File: src/rtl/issue_hazard_scoreboard.sv
// Issue interlock: per-GPR and EFLAGS busy countdowns gate in-order issue.
// Also keeps a saturating stall-cycle counter for performance debug.
module issue_hazard_scoreboard #(
    parameter int REG_N    = 16,
    parameter int IDX_W    = 4,
    parameter int CNT_W    = 2,
    parameter int ALU_LAT  = 1,
    parameter int LOAD_LAT = 3
) (
    input  logic             clk,
    input  logic             rst,
    input  logic             in_valid,
    output logic             in_ready,
    input  logic [IDX_W-1:0] d_idx,
    input  logic [IDX_W-1:0] s_idx,
    input  logic [IDX_W-1:0] t_idx,
    input  logic             d_from_gpr,
    input  logic             d_to_gpr,
    input  logic             s_from_gpr,
    input  logic             t_from_gpr,
    input  logic             from_eflags,
    input  logic             to_eflags,
    input  logic             is_load,
    input  logic             flush,
    output logic             issue,
    output logic [REG_N-1:0] gpr_busy,
    output logic             eflags_busy,
    output logic [15:0]      stall_cnt
);

    localparam logic [CNT_W-1:0] ALU_C  = CNT_W'(ALU_LAT);
    localparam logic [CNT_W-1:0] LOAD_C = CNT_W'(LOAD_LAT);
    localparam logic [CNT_W-1:0] ONE_C  = CNT_W'(1);

    logic [CNT_W-1:0] cnt_q [REG_N];
    logic [CNT_W-1:0] cnt_d [REG_N];
    logic [CNT_W-1:0] ef_cnt_q;
    logic [CNT_W-1:0] ef_cnt_d;
    logic             issue_q;
    logic             issue_d;
    logic [15:0]      stall_q;
    logic [15:0]      stall_d;

    logic [REG_N-1:0] busy;
    logic             ef_busy;
    logic             hazard;
    logic             accept;
    logic [CNT_W-1:0] wr_lat;

    always_comb begin
        for (int i = 0; i < REG_N; i++) begin
            busy[i] = (cnt_q[i] != '0);
        end
    end

    assign ef_busy = (ef_cnt_q != '0);

    // Reads and WAW both look at the pre-issue count, so self-use never stalls.
    assign hazard = (s_from_gpr  & busy[s_idx])
                  | (t_from_gpr  & busy[t_idx])
                  | (d_from_gpr  & busy[d_idx])
                  | (d_to_gpr    & busy[d_idx])
                  | (from_eflags & ef_busy)
                  | (to_eflags   & ef_busy);

    assign in_ready = ~hazard & ~flush & ~rst;
    assign accept   = in_valid & in_ready;
    assign wr_lat   = is_load ? LOAD_C : ALU_C;

    always_comb begin
        for (int i = 0; i < REG_N; i++) begin
            cnt_d[i] = busy[i] ? cnt_q[i] - ONE_C : cnt_q[i];
            if (accept && d_to_gpr && (d_idx == IDX_W'(i))) begin
                cnt_d[i] = wr_lat;
            end
        end
    end

    always_comb begin
        ef_cnt_d = ef_busy ? ef_cnt_q - ONE_C : ef_cnt_q;
        if (accept && to_eflags) begin
            ef_cnt_d = wr_lat;
        end
    end

    always_comb begin
        issue_d = accept;
        stall_d = stall_q;
        if (in_valid && !in_ready && !flush && (stall_q != 16'hFFFF)) begin
            stall_d = stall_q + 16'd1;
        end
    end

    always_ff @(posedge clk) begin
        if (rst) begin
            for (int i = 0; i < REG_N; i++) begin
                cnt_q[i] <= '0;
            end
            ef_cnt_q <= '0;
            issue_q  <= 1'b0;
            stall_q  <= '0;
        end else begin
            for (int i = 0; i < REG_N; i++) begin
                cnt_q[i] <= cnt_d[i];
            end
            ef_cnt_q <= ef_cnt_d;
            issue_q  <= issue_d;
            stall_q  <= stall_d;
        end
    end

    assign issue       = issue_q;
    assign gpr_busy    = busy;
    assign eflags_busy = ef_busy;
    assign stall_cnt   = stall_q;

endmodule
File: config.mk
export PLATFORM = sky130hd
export DESIGN_NAME = issue_hazard_scoreboard
export DESIGN_NICKNAME = d
export VERILOG_FILES = /design/src/rtl/issue_hazard_scoreboard.sv
export SDC_FILE = /design/constraint.sdc
export NUM_CORES = 1
export LEC_CHECK = 0
export BUFFER_PORTS_ARGS = -buffer_cell sky130_fd_sc_hd__buf_2
export CORE_ASPECT_RATIO = 0.75
export CORE_MARGIN = 2
export CORE_UTILIZATION = 50
export DETAILED_ROUTE_END_ITERATION = 16
export PLACE_DENSITY = 0.71
export SETUP_SLACK_MARGIN = 0.5
export SLEW_MARGIN = 40
export SYNTH_ARGS = -nofsm -noshare
export SYNTH_HDL_FRONTEND = slang
export SYNTH_SLANG_ARGS = --single-unit
File: constraint.sdc
create_clock -name clk -period 2.9 [get_ports clk]
set_clock_uncertainty 0.1 [all_clocks]
set_input_delay 0.29 -clock clk [delete_from_list [all_inputs] [get_ports clk]]
set_output_delay 0.29 -clock clk [all_outputs]
set_load 0.01 [all_outputs]
After elaboration in Yosys (flattened, before gate mapping)
Memories as Yosys holds them, arrays and structs flattened.
Cells that the tools add are included.

cells by class
  add/sub/neg operators = 18
  magnitude comparators = 3
  eq/ne operators = 16
  muxes and demuxes = 60
  bitwise operators = 33
  reduce and logical (&&, ||, !) cells = 42

operator list
  kind                                                        number
  2-to-1 mux 2 bit                                            51
  nonzero test 2 bit                                          18
  subtractor 2 x 1 -> 2 bit, second input constant            17
  equality test 4 bit, second input constant                  8
  logical AND 1 bit                                           21
  OR 1 bit                                                    21
  adder 16 x 1 -> 16 bit, second input constant               1
  equality test 4 x 3 -> 1 bit, second input constant         4
  != test 16 bit, second input constant                       1
  less-than comparator 4 x 5 -> 1 bit, second input constant  3
  binary-select mux 1 bit (select 4 bit)                      3
  bitwise AND 1 bit                                           9
  equality test 4 x 2 -> 1 bit, second input constant         2
  2-to-1 mux 1 bit                                            6
  equality test 4 x 1 -> 1 bit, second input constant         1
  zero test 4 bit                                             1
  NOT 1 bit                                                   3
  zero test 1 bit                                             2

storage, ports and cells
  flip-flop bits (word level) = 19
  bits in writable memories = 32
  output and inout bits = 35
  word-level logic and storage cells = 176
  memories = 1

memories
  memory  words  bits a word  read ports  clocked after Yosys merged registers in  write ports  line  RTL
  cnt_q   16     2            16          0                                        16           35    logic [CNT_W-1:0] cnt_q [REG_N];

Longest topological paths before layout
  word-level depth = 17
  gate-level depth with buffers = 10
  depth with buffers taken out = 8

Worst setup path after synthesis
No wires, ideal clock.

  path kind = register to register
  start = mem cnt_q[15][0] (netlist: cnt_q[1][14])
  end = reg stall_q[8] (netlist: stall_cnt[8])
  data arrival time = 2564 ps
  required time = 2677 ps
  path slack = 113 ps
  stages on the path, launching flop included = 10
  path through = dfxtp_1 > inv_1 > ha_1 > mux4_2 > mux2_2 > o22ai_1 > nor4_4 > buf_2 > nor4_1 > mux2_1

RTL lines
  what                    line  RTL
  start: declaration      35
  end signal: assignment  108   stall_q <= stall_d;
  end: declaration        41    logic [15:0] stall_q;

==> results.txt <==
The dominant combinational cell family by area after synthesis is simple AND/OR/NAND/NOR gates. The share of post-route cells with drive strength above 1 is a little over half. Detailed placement finished with a half-perimeter wire length of 5.700 mm. Headroom to the max-slew limit came out at 40.40%. Measured against the total synthesized area, the mux share comes to 16.44%. The endpoint kind of the worst setup timing path is a flip-flop.

The clock transition at the registers of the reported paths came out at 100 ps. After Yosys synthesis, and, or, nand and nor cells account for 19.37% of the synthesized area. VDD sags by at most approximately 540 uV. The core utilization of the finished layout came out at 75.98%. The number of top-level design ports is 58.

The first global-routing pass estimated 15.15 mm of wire. The core outline area is approximately 6300 um2. The clock insertion delay at the later pin of the skew report is 330 ps. The endpoint of the worst-slack reg-to-reg timing path is stall_cnt[2].

The port buffer count is 57. CTS placed an instance of sky130_fd_sc_hd__clkbuf_8 at the clock tree root. The critical path goes through inv_2, ha_4, mux4_2, a2111oi_4, nor4_4, buf_4, clkbuf_16, or4_4, a21oi_2. The fraction of the mapped netlist area in compound gates is about 13%. TritonCTS built the clock tree.

The average instance area after synthesis is 8.462 um2. Power spread over the standard cell area amounts to ~780 nW/um2. Of the post-synthesis cell area, the dominant cell type holds between 30% and 40%. The final number of setup-violating endpoints is 0. Wires add up to between 9 and 10 mm.

The peak per-stage delay on the critical path came out at 500 ps. The run finished with clean final reports. In this run the number of H-tree levels came out at 2. After synthesis, the cell types taking the most area are sky130_fd_sc_hd__dfxtp_1 (31%), sky130_fd_sc_hd__a21oi_1 (7.4%), sky130_fd_sc_hd__mux2_1 (7.3%), sky130_fd_sc_hd__ha_1 (6.9%), sky130_fd_sc_hd__mux4_2 (6.9%). The critical path is of the reg2reg type. The total DRC errors in the routed layout is 0. At the pin with the least slew margin, the transition time is 892.1 ps. The total grt overflow came out at 0.

The multi-input gate area in the final layout is 2477 um2. Of the total synthesized cell area, the portion taken by full adders, half adders and majority gates is between 6 and 7%. The minimum clock period after layout came out at between 2000 and 3000 ps. Detailed routing inserted a total of about 3.3k vias. The area of the die is around 7000 um2. Counting along the longest clock path gives a buffer depth of 2. Data arrives at the worst endpoint at 2910 ps. The max capacitance violation total is 0. The worst setup path is launched from a flip-flop. The start point of the critical path is cnt_q[0][12]. The net count of the finished layout is 527.

The required time of the critical path came out at 3060 ps. The number of buffers created by CTS is 5. The number of nets handed over by synthesis was 425. The number of fill cells in the layout is 406. The iteration count of the initial detailed-routing pass is 7. The storage element area came out at 1057 um2. Synthesis instantiated 37 different standard cells from the library. Of the total synthesized cell area, the portion taken by XOR and XNOR cells is around 4.6%. Setup repair after global routing could not meet its margin everywhere. The post-route clock period utilization is 94.82%. The total standard cell area after synthesis came out at 3249 um2. The count of yosys warnings during synthesis came out at 0.

The biggest area contributor in the post-synthesis netlist is sky130_fd_sc_hd__dfxtp_1. The worst hold path stage count came out at 2. The completed layout was analyzed and its total power is 0.003744 W. The starting density of the core came out at 51.68%. In the final routed layout, each cell accounts on average for between 15 and 20 um.

The overall die width is 97.09 um. The via count of the first global-routing pass came out at 3,010. For the worst flop-to-flop path, the logic depth is 9. The synthesized netlist cell count came out at 384.

The repair_antennas step left the layout with diodes totalling 0. The number of antenna violations at the first check in global routing is 0. Before CTS, the worst setup slack after placement is 198.5 ps.

The global placer's final weighted congestion is approximately 0.82. After the first detailed-routing iteration, the DRC count stood at 270. After detailed routing, the number of vias per cell comes to between 5 and 6. The reg-to-reg setup timing slack is 150 ps. The number of hold-slack violations in the final timing report was 0.

The worst hold path terminates at ef_cnt_q[1]. The leakage power summed over all cells came out at around 2.0 nW. The number of standard-cell rows in the floorplan is 25. The overall die height is approximately 74 um. The detail route stage leaves a number of antenna-violating nets equal to 0. The slowest stage of the critical path belongs to the cell sky130_fd_sc_hd__mux4_2. Leaving out fill and tap cells, the most frequent cell in the layout is sky130_fd_sc_hd__buf_2. In this run, synthesis produced a sequential element count of a little over 50.

The pin count of the biggest net entering global routing came out at 54. The highest attainable clock frequency is 0.3637 GHz. The peak fanout along the critical path is 7.

The total clock sinks is 51. The area growth from synthesis to layout is 47.02%. The top cell types in the final layout, fill and taps aside, are sky130_fd_sc_hd__buf_2 (56), sky130_fd_sc_hd__a21oi_1 (47), sky130_fd_sc_hd__nor2_1 (42), sky130_fd_sc_hd__buf_4 (40), sky130_fd_sc_hd__inv_2 (30). The count of pins over their slew limit is 0. The finished cells cover 4777 um2. After routing, the total negative slack on setup checks comes to 0 ps. For this run, the total global-route usage over all layers was measured as 26.41%.

The least setup slack across all paths after layout is 150.2 ps. The start point of the worst hold path is is_load. The path class of the tightest hold or removal check is in2reg. The launch instance of the worst register-to-register path is cnt_q[0][12]. The post-placement cell area is 3807 um2.

The sequential share of the synthesized area came out at a little under a third.
==> repair_timing <==
item	in CTS	in global routing
cloned	3	0
setup buffers	33	12
gates resized for setup	77	39
pin swaps	32	13
setup endpoints to repair	35	52
hold buffers	0	0
==> layer usage <==
layer  wire length, um  track usage [%]  part of all wire [%]  vias up
met5                 0                0                     0        -
met4               175            6.573                   1.8        0
met3               850            4.948                   8.6       25
met2              4665            43.90                    47      148
met1              4187            35.97                    42     1546
li1                  -                -                     -     1545
==> worst max-delay path by stage <==
stage                              end
after detailed placement  stall_cnt[5]
final                     stall_cnt[2]
after CTS                 stall_cnt[8]
after global placement    stall_cnt[8]
after global routing      stall_cnt[2]
after floorplan           stall_cnt[8]
==> worst max-delay path: cells and delay by family (launching register included) <==
| kind | cells | cell delay (ps) |
|---|---|---|
| flops | 1 | 360 |
| compound gates | 2 | 610 |
| mux | 1 | 500 |
| simple gates | 2 | 590 |
| fa+ha+maj | 1 | 170 |
| buf+inv | 3 | 360 |
==> metrics by stage <==
| step | std cells | hold slack (ps) |
|---|---|---|
| finish | 568 | 156.8 |
| global route | 568 | 139.1 |
| CTS | 556 | 131.9 |
| detailed placement | 512 | 385.3 |
| global placement | 512 | 381.8 |
| floorplan | 384 | 311.7 |
==> state kept, by name (all words and copies together) (netlist names) <==
name / cells
ef_cnt_q: 2
cnt_q: 32
issue: 1
stall_cnt: 16
==> kinds of logic (layout without fill, tap and decap cells) <==
| kind of cell | count (synthesis) | count (layout) |
|---|---|---|
| AND/OR/NAND/NOR | 119 | 119 |
| buffers and inverters | 72 | 175 |
| AO/OA/AOI/OAI | 69 | 69 |
| flip-flops | 51 | 51 |
| multiplexers | 38 | 38 |
| adder cells (fa/ha/maj) | 18 | 18 |
| XOR/XNOR | 17 | 17 |
==> power by group <==
group	leakage [nW]	internal, W	total, W	switching, W
sequential	0.428	0.000885	0.000996	0.000111
combinational	1.53	0.00116	0.00220	0.00104
clock	0.0612	0.000280	0.000545	0.000266
total	2.02	0.00233	0.00374	0.00142
==> cells in the mapped netlist, drive strengths merged <==
| cell type | number |
|---|---|
| inv | 55 |
| dfxtp | 51 |
| a21oi | 48 |
| nor2 | 42 |
| mux2 | 23 |
| nand3 | 21 |
| ha | 18 |
| xor2 | 17 |
| nand2 | 11 |
| o31ai | 11 |
| or4 | 11 |
| mux4 | 10 |
| clkbuf | 9 |
| buf | 8 |
| nand4 | 7 |
| nor2b | 7 |
| nor4 | 6 |
| mux2i | 5 |
| o21ai | 5 |
| or3 | 4 |
| and3 | 3 |
| nand2b | 2 |
| nor3 | 2 |
| o22ai | 2 |
| a2111oi | 1 |
| a21o | 1 |
| and2 | 1 |
| nor4b | 1 |
| o221a | 1 |
| or3b | 1 |
==> final cells by class <==
class	instances	share of cell area (%)
repair buffers	112	17.10
well taps	81	2.122
multi-input cells	261	51.86
clock buffers	6	1.729
flip-flops and latches	51	22.13
inverters	55	4.322
clock inverters	2	0.7334
Note: power is estimated with default switching activity, not from simulation.
